===== src/rtl/plab1_imul_mul_arbiter_pkg.sv =====
// Shared imul message layout, arbiter state encoding and requester port indices.
package plab1_imul_mul_arbiter_pkg;

  localparam int unsigned IMUL_FUNC_NBITS = 3;
  localparam int unsigned IMUL_OP_NBITS   = 32;
  localparam int unsigned IMUL_REQ_NBITS  = IMUL_FUNC_NBITS + 2 * IMUL_OP_NBITS;
  localparam int unsigned IMUL_RESP_NBITS = 32;

  localparam logic [IMUL_FUNC_NBITS-1:0] IMUL_FUNC_MUL = 3'd0;

  localparam logic PORT0 = 1'b0;
  localparam logic PORT1 = 1'b1;

  typedef enum logic {
    IDLE = 1'b0,
    BUSY = 1'b1
  } arb_state_t;

  typedef struct packed {
    logic [IMUL_FUNC_NBITS-1:0] func;
    logic [IMUL_OP_NBITS-1:0]   a;
    logic [IMUL_OP_NBITS-1:0]   b;
  } imul_req_t;

  function automatic logic [IMUL_REQ_NBITS-1:0] imul_req_mk(
    input logic [IMUL_FUNC_NBITS-1:0] func,
    input logic [IMUL_OP_NBITS-1:0]   a,
    input logic [IMUL_OP_NBITS-1:0]   b
  );
    return {func, a, b};
  endfunction

endpackage


===== src/rtl/plab1_imul_mul_arbiter_rr2.sv =====
// Two-way grant logic with a latch that freezes the grant while an issue is stalled.
// Round-robin pointer exists only when PLAB1_IMUL_ARB_ROUND_ROBIN_EN is defined.
module plab1_imul_mul_arbiter_rr2
  import plab1_imul_mul_arbiter_pkg::*;
(
  input  logic clk,
  input  logic reset,
  input  logic req0_val,
  input  logic req1_val,
  input  logic hold,
  input  logic adv,
  input  logic adv_owner,
  output logic grant
);

  logic latch_vld;
  logic latch_grant;
  logic pick;

`ifdef PLAB1_IMUL_ARB_ROUND_ROBIN_EN
  logic ptr;

  always_ff @(posedge clk or negedge reset) begin
    if (!reset)   ptr <= PORT0;
    else if (adv) ptr <= ~adv_owner;
  end

  always_comb begin
    pick = PORT0;
    if (req0_val && req1_val) pick = ptr;
    else if (req1_val)        pick = PORT1;
  end
`else
  logic unused_adv;
  assign unused_adv = adv ^ adv_owner;

  always_comb begin
    pick = PORT0;
    if (!req0_val && req1_val) pick = PORT1;
  end
`endif

  // A stalled issue keeps its grant so the offered payload cannot change under the multiplier.
  always_ff @(posedge clk or negedge reset) begin
    if (!reset) begin
      latch_vld   <= 1'b0;
      latch_grant <= PORT0;
    end else begin
      latch_vld   <= hold;
      latch_grant <= grant;
    end
  end

  assign grant = latch_vld ? latch_grant : pick;

endmodule


===== src/rtl/plab1_imul_mul_arbiter.sv =====
// Shares one multiplier between two requesters, one transaction outstanding at a time.
// PLAB1_IMUL_ARB_ROUND_ROBIN_EN selects round-robin instead of fixed requester-0 priority.
module plab1_imul_mul_arbiter
  import plab1_imul_mul_arbiter_pkg::*;
#(
  parameter int unsigned p_req_nbits  = IMUL_REQ_NBITS,
  parameter int unsigned p_resp_nbits = IMUL_RESP_NBITS
)
(
  input  logic                    clk,
  input  logic                    reset,
  input  logic                    req0_val,
  output logic                    req0_rdy,
  input  logic [p_req_nbits-1:0]  req0_msg,
  input  logic                    req1_val,
  output logic                    req1_rdy,
  input  logic [p_req_nbits-1:0]  req1_msg,
  output logic                    resp0_val,
  input  logic                    resp0_rdy,
  output logic [p_resp_nbits-1:0] resp0_msg,
  output logic                    resp1_val,
  input  logic                    resp1_rdy,
  output logic [p_resp_nbits-1:0] resp1_msg,
  output logic                    mul_domain,
  output logic                    mul_in_val,
  input  logic                    mul_in_rdy,
  output logic [p_req_nbits-1:0]  mul_in_msg,
  input  logic                    mul_out_val,
  output logic                    mul_out_rdy,
  input  logic [p_resp_nbits-1:0] mul_out_msg
);

  arb_state_t state, state_next;
  logic       owner;
  logic       grant;
  logic       req_go;
  logic       resp_go;
  logic       hold;

  assign req_go  = (state == IDLE) && mul_in_val && mul_in_rdy;
  assign resp_go = (state == BUSY) && mul_out_val && mul_out_rdy;
  assign hold    = (state == IDLE) && mul_in_val && !mul_in_rdy;

  plab1_imul_mul_arbiter_rr2 u_grant (
    .clk       (clk),
    .reset     (reset),
    .req0_val  (req0_val),
    .req1_val  (req1_val),
    .hold      (hold),
    .adv       (resp_go),
    .adv_owner (owner),
    .grant     (grant)
  );

  always_ff @(posedge clk or negedge reset) begin
    if (!reset) begin
      state <= IDLE;
      owner <= PORT0;
    end else begin
      state <= state_next;
      if (req_go) owner <= grant;
    end
  end

  always_comb begin
    state_next = state;
    case (state)
      IDLE:    if (req_go)  state_next = BUSY;
      BUSY:    if (resp_go) state_next = IDLE;
      default: state_next = IDLE;
    endcase
  end

  // Outputs are forced quiet while reset is held, independent of the live inputs.
  always_comb begin
    req0_rdy    = 1'b0;
    req1_rdy    = 1'b0;
    resp0_val   = 1'b0;
    resp1_val   = 1'b0;
    resp0_msg   = '0;
    resp1_msg   = '0;
    mul_domain  = PORT0;
    mul_in_val  = 1'b0;
    mul_in_msg  = '0;
    mul_out_rdy = 1'b0;
    if (reset) begin
      case (state)
        IDLE: begin
          mul_domain = grant;
          mul_in_val = (grant == PORT1) ? req1_val : req0_val;
          mul_in_msg = (grant == PORT1) ? req1_msg : req0_msg;
          req0_rdy   = (grant == PORT0) && mul_in_rdy;
          req1_rdy   = (grant == PORT1) && mul_in_rdy;
        end
        BUSY: begin
          mul_domain = owner;
          if (owner == PORT1) begin
            resp1_val   = mul_out_val;
            resp1_msg   = mul_out_msg;
            mul_out_rdy = resp1_rdy;
          end else begin
            resp0_val   = mul_out_val;
            resp0_msg   = mul_out_msg;
            mul_out_rdy = resp0_rdy;
          end
        end
        default: ;
      endcase
    end
  end

endmodule


===== config.mk =====
export PLATFORM = sky130hd
export DESIGN_NAME = plab1_imul_mul_arbiter
export DESIGN_NICKNAME = d
export VERILOG_FILES = /design/src/rtl/plab1_imul_mul_arbiter_pkg.sv /design/src/rtl/plab1_imul_mul_arbiter_rr2.sv /design/src/rtl/plab1_imul_mul_arbiter.sv
export SDC_FILE = /design/constraint.sdc
export NUM_CORES = 1
export LEC_CHECK = 0
export CORE_AREA = 2 2 121 123
export DETAILED_ROUTE_END_ITERATION = 10
export DIE_AREA = 0 0 123 125
export PLACE_DENSITY = 0.54
export SYNTH_ARGS = -nofsm -noshare
export SYNTH_HDL_FRONTEND = slang
export SYNTH_HIERARCHICAL = 1
export SYNTH_SLANG_ARGS = --single-unit
export TNS_END_PERCENT = 30

===== constraint.sdc =====
create_clock -name clk -period 3 [get_ports clk]
set_clock_uncertainty 0.05 [all_clocks]
set_input_delay 0.45 -clock clk [delete_from_list [all_inputs] [get_ports clk]]
set_output_delay 0.45 -clock clk [all_outputs]
set_load 0.01 [all_outputs]

# Yosys cells after proc, flatten, opt, wreduce, memory -nomap -nowiden
# Index checks and enable logic that the tools add are counted.
dict set report word_totals {
  regBits 4
  in_bits 174
  out_inout_bits 138
  elab_cells 48
}
dict set report classes {
  mux 32
  bitwise 2
  reduce_logical 10
}
# op n
set ops {}
lappend ops {{$mux W67} 3}
lappend ops {{$mux W32} 6}
lappend ops {{$mux W1} 21}
lappend ops {{$logic_and A1 B1 Y1} 8}
lappend ops {{$pmux W1 S2} 2}
lappend ops {{$logic_not A1 Y1} 2}
lappend ops {{$not A1 Y1} 2}

# Longest topological paths before layout
# Gate-level depths: netlist of run 1.
dict set report depth {
  ltp_word 11
  mapped_depth 6
  depth_no_buf 5
}

# Hierarchy
# The synthesis of run 1 kept the hierarchy.
# mod instances cells_per_inst area_per_inst_um2 seq_area_each_um2
set by_module_without_submodules {}
lappend by_module_without_submodules {plab1_imul_mul_arbiter 1 282 1750.4 50.0}
lappend by_module_without_submodules {plab1_imul_mul_arbiter_rr2 1 5 68.8 50.0}

# Least setup slack after synthesis of run 1
# No wires, ideal clock.
dict set report synth_path {
  path_kind {input -> output}
  start {in req0_val}
  end {out mul_domain}
  t_arrival_ns 1.428
  required_ns 2.500
  path_slack_ns 1.072
  cell_stages 6
  path_buffers 2
  cell_sequence {nand2b_1 > o21ai_2 > buf_2 > buf_4 > nand2_1 > a21boi_0}
}
dict set report synth_via {
  elab_chain_len 6
}
# element line
set synth_lines {}
lappend synth_lines {{start, declared} plab1_imul_mul_arbiter.sv:12} ;# input logic req0_val,
lappend synth_lines {{$logic_not A1 Y1} plab1_imul_mul_arbiter_rr2.sv:39} ;# if (!req0_val && req1_val) pick = PORT1;
lappend synth_lines {{$logic_and A1 B1 Y1} plab1_imul_mul_arbiter_rr2.sv:39}
lappend synth_lines {{$mux W1} plab1_imul_mul_arbiter_rr2.sv:39}
lappend synth_lines {{$mux W1} plab1_imul_mul_arbiter_rr2.sv:54} ;# assign grant = latch_vld ? latch_grant : pick;
lappend synth_lines {{via grant} plab1_imul_mul_arbiter.sv:35} ;# logic grant;
lappend synth_lines {{$pmux W1 S2} plab1_imul_mul_arbiter.sv:87} ;# case (state)
lappend synth_lines {{$mux W1} plab1_imul_mul_arbiter.sv:86} ;# if (reset) begin
lappend synth_lines {{end, declared} plab1_imul_mul_arbiter.sv:24} ;# output logic mul_domain,
# The timed path passes the listed nets, and every way through them passes these cells.

# Worst setup path after layout of run 1
dict set report layout_path {
  start {in req0_val}
  end {out mul_in_msg[31]}
}
dict set report layout_via {
  elab_chain_len 7
}
# element line
set layout_lines {}
lappend layout_lines {{$logic_not A1 Y1} plab1_imul_mul_arbiter_rr2.sv:39}
lappend layout_lines {{$logic_and A1 B1 Y1} plab1_imul_mul_arbiter_rr2.sv:39}
lappend layout_lines {{$mux W1} plab1_imul_mul_arbiter_rr2.sv:39}
lappend layout_lines {{$mux W1} plab1_imul_mul_arbiter_rr2.sv:54}
lappend layout_lines {{via grant} plab1_imul_mul_arbiter.sv:35}
lappend layout_lines {{$mux W67} plab1_imul_mul_arbiter.sv:91} ;# mul_in_msg = (grant == PORT1) ? req1_msg : req0_msg;
lappend layout_lines {{$mux W67} plab1_imul_mul_arbiter.sv:87}
lappend layout_lines {{$mux W67} plab1_imul_mul_arbiter.sv:86}
lappend layout_lines {{end, declared} plab1_imul_mul_arbiter.sv:27} ;# output logic [p_req_nbits-1:0] mul_in_msg,
# The timed path passes the listed nets, and every way through them passes these cells.

==> results.sh, run 1 <==
export IMPL_mostFrequentLayoutCells="sky130_fd_sc_hd__clkdlybuf4s50_1 (311), sky130_fd_sc_hd__nor2_1 (120), sky130_fd_sc_hd__mux2i_1 (69)"
export IMPL_power_share_switching_pct=38.8
export IMPL_dpl_instance_area_sq_mm=0.00519
export IMPL_result_of_the_run="complete, no violations"
export IMPL_end_kind="output pin"
export IMPL_timing_max_cap_violations=0
export IMPL_final_area_sq_mm=0.00527
export IMPL_yosysWarnings=6
export IMPL_firstDrtPassIters=4
export IMPL_synthesized_cell_area_sq_mm=0.00182
export IMPL_fin_crit_ns=2.90
export IMPL_timing_final_hold_violations=0
export IMPL_internal_power_uw=1020
export IMPL_report_final_slew_viol_count=0
export IMPL_initial_utilization_pct=12.8
export IMPL_min_path_type="reg2reg"
export IMPL_post_route_setup_tns_ns=0
export IMPL_final_fill_count=1450
export IMPL_grt_pass1_vias=3066
export IMPL_worst_slew_margin_rel_pct=72.5
export IMPL_synth_area_per_cell_sq_um=6.34
export IMPL_cts_buffers_inserted=3
export IMPL_r2r_end="state$_DFF_PN0_"
export IMPL_io_buffer_count=311
export IMPL_finalWirelength_mm=10.6
export IMPL_switching_power_uw=645
export IMPL_global_route_overflow_total=0
export IMPL_pwr_share_clk_pct=12.5
export IMPL_fp_dieArea_sq_mm=0.0154
export IMPL_groute_usage_overall_pct=12.3
export IMPL_clock_path_buffers=2
export IMPL_path_class="in2out"
export IMPL_postRouteAntennaNets=0
export IMPL_critical_path_slowest_cell="sky130_fd_sc_hd__clkdlybuf4s50_1"
export IMPL_final_min_period_over_clock_period_pct=96.5
export IMPL_crit_path_max_fanout=14
export IMPL_worstRegToRegCells=5
export IMPL_r2r_start="u_grant/latch_vld$_DFF_PN0_"
export IMPL_netlist_instances=287
export IMPL_detail_route_drc_violations=0
export IMPL_synthArstFlopShare_pct=100
export IMPL_final_core_utilization_pct=37.1
export IMPL_drt_iter0_drc=51
export IMPL_finalSetupViolCount=0
export IMPL_min_delay_start="state$_DFF_PN0_"
export IMPL_placed_cells_incl_taps=773
export IMPL_slowest_delay_ns=0.48
export IMPL_comb_power_share_pct=82.6
export IMPL_start_kind="input port"
export IMPL_hold_end="state$_DFF_PN0_"
export IMPL_syn_to_final_growth_pct=190
export IMPL_core_area_sq_mm=0.0142
export IMPL_yosys_cell_types_count=26
export IMPL_grt_pass1_wl_mm=15.3
export IMPL_clkLatencyLatePin_ns=0.22
export IMPL_wl_per_cell_um=13.7
export IMPL_vdd_ir_drop_max_uv=152
export IMPL_num_rows=44
export IMPL_width_of_the_die_um=123
export IMPL_crit_required_ns=2.50
export IMPL_ys_flop_type="sky130_fd_sc_hd__dfrtp_1"
export IMPL_boundaryPins=312
export IMPL_postCtsSetupBuffers=0
export IMPL_ys_seq_area_share_pct=5.50
export IMPL_rsz_0062_raised_after_global_routing="no"
export IMPL_max_clock_freq_ghz=0.345
export IMPL_place_hpwl_mm=9.06
export IMPL_cts_repair_resize_count=0
export IMPL_tritoncts="done"
export IMPL_grt_max_degree=49
export IMPL_clkSlewWorstSetupHoldPaths_ns=0.03
export IMPL_root_buffer_cell="sky130_fd_sc_hd__clkbuf_16"
export IMPL_gpl_final_weighted_congestion=0.795
export IMPL_htree_num_levels=1
export IMPL_commonest_non_fill_non_tap_cell_in_the_layout="sky130_fd_sc_hd__clkdlybuf4s50_1"
export IMPL_ys_seq_elements=4
export IMPL_power_uw=1660
export IMPL_synth_enable_flop_cells=0
export IMPL_cell_area_power_density_mw_per_mm2=315
export IMPL_fin_nets=768
export IMPL_layoutNonFillerInstCount=776
export IMPL_post_drt_via_cell_ratio=4.03
export IMPL_antenna_found_initial=0
export IMPL_leakagePower_uw=0.00195
export IMPL_cts_hold_buffers=0
export IMPL_synth_net_count=461
export IMPL_die_y_um=125
export IMPL_min_path_cells=2
export IMPL_series_of_cell_instances_along_the_critical_path="clkdlybuf4s50_1 -> nand2b_1 -> o21ai_4 -> buf_12 -> buf_12 -> mux2i_1 -> nor2_1 -> clkdlybuf4s50_1"
export IMPL_seq_power_share_pct=4.9
export IMPL_cts_sinks=4
export IMPL_detailroute_via_count=3126
export IMPL_reg2reg_slack_ns=1.49
export IMPL_critical_path_arrival_ns=2.40
export IMPL_drive_above_1_share_pct=5.74
export IMPL_worst_slew_pin_slew_ns=0.413
export IMPL_antennaDiodeCount=0
[worst max path at each step]
stage	from	to	slack, ns	cells past startpoint
5_1_grt	req0_val	mul_in_msg[47]	0.03	8
3_5_place_dp	req0_val	mul_in_msg[31]	0.10	8
4_1_cts	req0_val	mul_in_msg[31]	0.1	8
6_report	req0_val	mul_in_msg[31]	0.10	8
2_1_floorplan	req0_val	mul_domain	1.07	6
3_3_place_gp	req0_val	mul_in_msg[31]	0.12	8
[Yosys cell counts, types with 2 or more instances]
| cell type | instances | share of area (%) |
|---|---|---|
| sky130_fd_sc_hd__nor2_1 | 120 | 25 |
| sky130_fd_sc_hd__mux2i_1 | 69 | 38 |
| sky130_fd_sc_hd__nand2_1 | 36 | 7.4 |
| sky130_fd_sc_hd__buf_2 | 12 | 3.3 |
| sky130_fd_sc_hd__nor2_4 | 10 | 6.2 |
| sky130_fd_sc_hd__buf_4 | 9 | 3.7 |
| sky130_fd_sc_hd__dfrtp_1 | 4 | 5.5 |
| sky130_fd_sc_hd__clkbuf_1 | 3 | 0.62 |
| sky130_fd_sc_hd__nor3b_1 | 3 | 1.2 |
| sky130_fd_sc_hd__and3_1 | 2 | 0.69 |
| sky130_fd_sc_hd__and4_1 | 2 | 0.96 |
| sky130_fd_sc_hd__inv_1 | 2 | 0.41 |
| sky130_fd_sc_hd__nand2b_1 | 2 | 0.69 |
[layer usage]
metal	global-route usage, %	wire (um)	up-vias
met2	25.4	5520	197
met5	0	0	-
li1	-	-	1538
met4	1.60	89	0
met1	11.8	3720	1383
met3	3.97	1270	8
[final cells by class]
cell class,instances,area (sq um),share of cell area [%]
repair buffers,329,3320,63.1
multi-input cells,254,1530,29.1
well taps,184,230,4.37
flip-flops and latches,4,100,1.90
clock buffers,3,75.1,1.42
inverters,2,7.51,0.142
[sequential cells by signal, indices dropped and copies added, names as in the netlist]
name,cells
u_grant/latch_vld,1
owner,1
u_grant/latch_grant,1
state,1
[critical path: cells and delay by family]
| family | cells | cell delay [ns] |
|---|---|---|
| mux | 1 | 0.25 |
| compound gates | 1 | 0.19 |
| simple gates | 2 | 0.24 |
| buf+inv | 4 | 1.25 |
[metrics by stage]
step | setup slack, ns | hold WS [ns]
after global routing | 0.0327 | 0.649
after global placement | 0.119 | 0.587
after CTS | 0.0950 | 0.612
after floorplan | 1.07 | 0.104
final | 0.105 | 0.607
after detailed placement | 0.104 | 0.603
[power by group through the flow]
stage | sequential [uW] | clock (uW) | combinational (uW)
CTS | 81.8 | 214 | 1390
global route | 84.5 | 217 | 1470
global placement | 80.5 | 0 | 1380
finish | 81.5 | 208 | 1370
detailed placement | 82.1 | 0 | 1390
floorplan | 75.4 | 0 | 619
[cells by family after synthesis]
logic type             share of synthesized area (%)
AOI/OAI and AO/OA                               2.27
DFF                                             5.50
muxes                                           38.0
and+or+nand+nor                                 43.7
buffers and inverters                           10.6
Note: power is estimated with default switching activity, not from simulation.
==> inputs of run 2 (changes only) <==
--- a/config.mk
+++ b/config.mk
@@ -6,6 +6,7 @@
 export NUM_CORES = 1
 export LEC_CHECK = 0
 export CORE_AREA = 2 2 121 123
+export CTS_BUF_LIST = sky130_fd_sc_hd__clkbuf_4 sky130_fd_sc_hd__clkbuf_8
 export DETAILED_ROUTE_END_ITERATION = 10
 export DIE_AREA = 0 0 123 125
 export PLACE_DENSITY = 0.54
==> run 2 against run 1 <==
Against the previous run: sequential share of layout area barely moved; global-route usage stayed put; critical path depth unchanged.
==> results.sh, run 2 (same netlist as run 1, synthesis figures left out) <==
export IMPL_vdd_ir_drop_max_uv=125
export IMPL_grt_util_met1_pct=11.8
export IMPL_result_of_the_run="complete, no violations"
export IMPL_met2_track_demand_over_resource_in_global_routing_pct=25.4
export IMPL_leakagePower_uw=0.00194
export IMPL_fin_nets=768
export IMPL_io_buffer_count=311
export IMPL_cts_buffers_inserted=3
export IMPL_initial_utilization_pct=12.8
export IMPL_clock_path_buffers=2
export IMPL_antenna_found_initial=0
export IMPL_firstDrtPassIters=4
export IMPL_crit_required_ns=2.50
export IMPL_path_class="in2out"
export IMPL_r2r_end="state$_DFF_PN0_"
export IMPL_critical_path_startpoint="req0_val"
export IMPL_fp_dieArea_sq_mm=0.0154
export IMPL_final_min_period_over_clock_period_pct=96.5
export IMPL_reg2reg_slack_ns=1.49
export IMPL_r2r_start="u_grant/latch_vld$_DFF_PN0_"
export IMPL_grt_pass1_vias=3067
export IMPL_syn_to_final_growth_pct=188
export IMPL_globalRouteMet3Util_pct=3.97
export IMPL_num_rows=44
export IMPL_postCtsSetupBuffers=0
export IMPL_boundaryPins=312
export IMPL_cts_hold_buffers=0
export IMPL_worstRegToRegCells=5
export IMPL_drive_above_1_share_pct=5.74
export IMPL_antennaDiodeCount=0
export IMPL_end_kind="output pin"
export IMPL_gpl_final_weighted_congestion=0.795
export IMPL_mostFrequentLayoutCells="sky130_fd_sc_hd__clkdlybuf4s50_1 (311), sky130_fd_sc_hd__nor2_1 (120), sky130_fd_sc_hd__mux2i_1 (69)"
export IMPL_post_route_setup_tns_ns=0
export IMPL_timing_max_cap_violations=0
export IMPL_fin_crit_ns=2.90
export IMPL_groute_usage_overall_pct=12.3
export IMPL_wl_per_cell_um=13.7
export IMPL_detailroute_via_count=3130
export IMPL_finalSetupViolCount=0
export IMPL_crit_path_max_fanout=14
export IMPL_rsz_0062_raised_after_global_routing="no"
export IMPL_detail_route_drc_violations=0
export IMPL_cts_repair_resize_count=0
export IMPL_worst_slew_margin_rel_pct=72.4
export IMPL_grt_pass1_wl_mm=15.3
export IMPL_place_hpwl_mm=9.06
export IMPL_report_final_slew_viol_count=0
export IMPL_root_buffer_cell="sky130_fd_sc_hd__clkbuf_8"
export IMPL_cts_sinks=4
export IMPL_final_fill_count=1454
export IMPL_timing_final_hold_violations=0
export IMPL_placed_cells_incl_taps=773
export IMPL_die_y_um=125
export IMPL_tritoncts="done"
export IMPL_globalRoute_busiestLayer="met2"
export IMPL_min_path_type="reg2reg"
export IMPL_cell_area_power_density_mw_per_mm2=299
export IMPL_width_of_the_die_um=123
export IMPL_clkLatencyLatePin_ns=0.22
export IMPL_max_clock_freq_ghz=0.345
export IMPL_clkSlewWorstSetupHoldPaths_ns=0.03
export IMPL_critical_path_arrival_ns=2.40
export IMPL_commonest_non_fill_non_tap_cell_in_the_layout="sky130_fd_sc_hd__clkdlybuf4s50_1"
export IMPL_grt_max_degree=49
export IMPL_postRouteAntennaNets=0
export IMPL_drt_iter0_drc=53
export IMPL_post_drt_via_cell_ratio=4.03
export IMPL_layoutNonFillerInstCount=776
export IMPL_start_kind="input port"
export IMPL_worst_setup_path_endpoint="mul_in_msg[31]"
export IMPL_worst_slew_pin_slew_ns=0.413
export IMPL_htree_num_levels=1
export IMPL_core_area_sq_mm=0.0142
export IMPL_global_route_overflow_total=0
export IMPL_finalWirelength_mm=10.6
-- run 2: cell count changes in the layout (fill, tap and decap cells not counted) --
| cell | delta |
|---|---|
| sky130_fd_sc_hd__clkbuf_16 | -3 |
| sky130_fd_sc_hd__clkbuf_8 | +3 |
-- run 2: per-layer routing --
| metal | up-vias | share of wire [%] |
|---|---|---|
| met2 | 201 | 52 |
| li1 | 1538 | - |
| met4 | 0 | 0.82 |
| met1 | 1385 | 35 |
| met3 | 6 | 12 |
| met5 | - | 0 |
-- run 2: metrics by stage --
stage                     instance area, sq um  hold slack [ns]  total power (uW)  utilization [%]  setup WS, ns
after detailed placement                  5190            0.603              1470             36.6         0.104
after global routing                      5240            0.650              1680             36.9        0.0327
final                                     5240            0.610              1570             36.9         0.105
after floorplan                           1820            0.104               694                -          1.07
after CTS                                 5240            0.612              1590             36.9        0.0950
after global placement                    5190            0.587              1460             36.6         0.119
-- run 2: layout make-up --
| class | instances | area (sq um) | share of cell area (%) |
|---|---|---|---|
| Timing Repair Buffer | 329 | 3320 | 63.5 |
| Multi-Input combinational cell | 254 | 1530 | 29.3 |
| Tap cell | 184 | 230 | 4.40 |
| Sequential cell | 4 | 100 | 1.91 |
| Clock buffer | 3 | 41.3 | 0.789 |
| Inverter | 2 | 7.51 | 0.143 |
-- run 2: power by group --
part	total [uW]	internal, uW	switching [uW]
clock network	114	85.6	28.5
logic	1370	781	589
registers	81.9	64.1	17.8
-- run 2: worst min path at each step --
stage                        end  cells past startpoint       startpoint  slack (ns)
2_1_floorplan  owner$_DFFE_PN0P_                      0            reset        0.10
6_report         state$_DFF_PN0_                      2  state$_DFF_PN0_        0.61
3_5_place_dp     state$_DFF_PN0_                      2  state$_DFF_PN0_        0.60
3_3_place_gp     state$_DFF_PN0_                      2  state$_DFF_PN0_        0.59
5_1_grt          state$_DFF_PN0_                      2  state$_DFF_PN0_        0.65
4_1_cts          state$_DFF_PN0_                      2  state$_DFF_PN0_        0.61
-- run 2: worst max-delay path, stage by stage --
cell and delay, ns:
sky130_fd_sc_hd__clkdlybuf4s50_1 0.41, sky130_fd_sc_hd__nand2b_1 0.18, sky130_fd_sc_hd__o21ai_4 0.19, sky130_fd_sc_hd__buf_12 0.19, sky130_fd_sc_hd__buf_12 0.17, sky130_fd_sc_hd__mux2i_1 0.25
sky130_fd_sc_hd__nor2_1 0.06, sky130_fd_sc_hd__clkdlybuf4s50_1 0.48
==> inputs of run 3 (changes only) <==
--- a/config.mk
+++ b/config.mk
@@ -5,6 +5,7 @@
 export SDC_FILE = /design/constraint.sdc
 export NUM_CORES = 1
 export LEC_CHECK = 0
+export CAP_MARGIN = 20
 export CORE_AREA = 2 2 121 123
 export CTS_BUF_LIST = sky130_fd_sc_hd__clkbuf_4 sky130_fd_sc_hd__clkbuf_8
 export DETAILED_ROUTE_END_ITERATION = 10
==> results of run 3 <==
No change in the layout: final DEF, timing and power equal those of run 2.
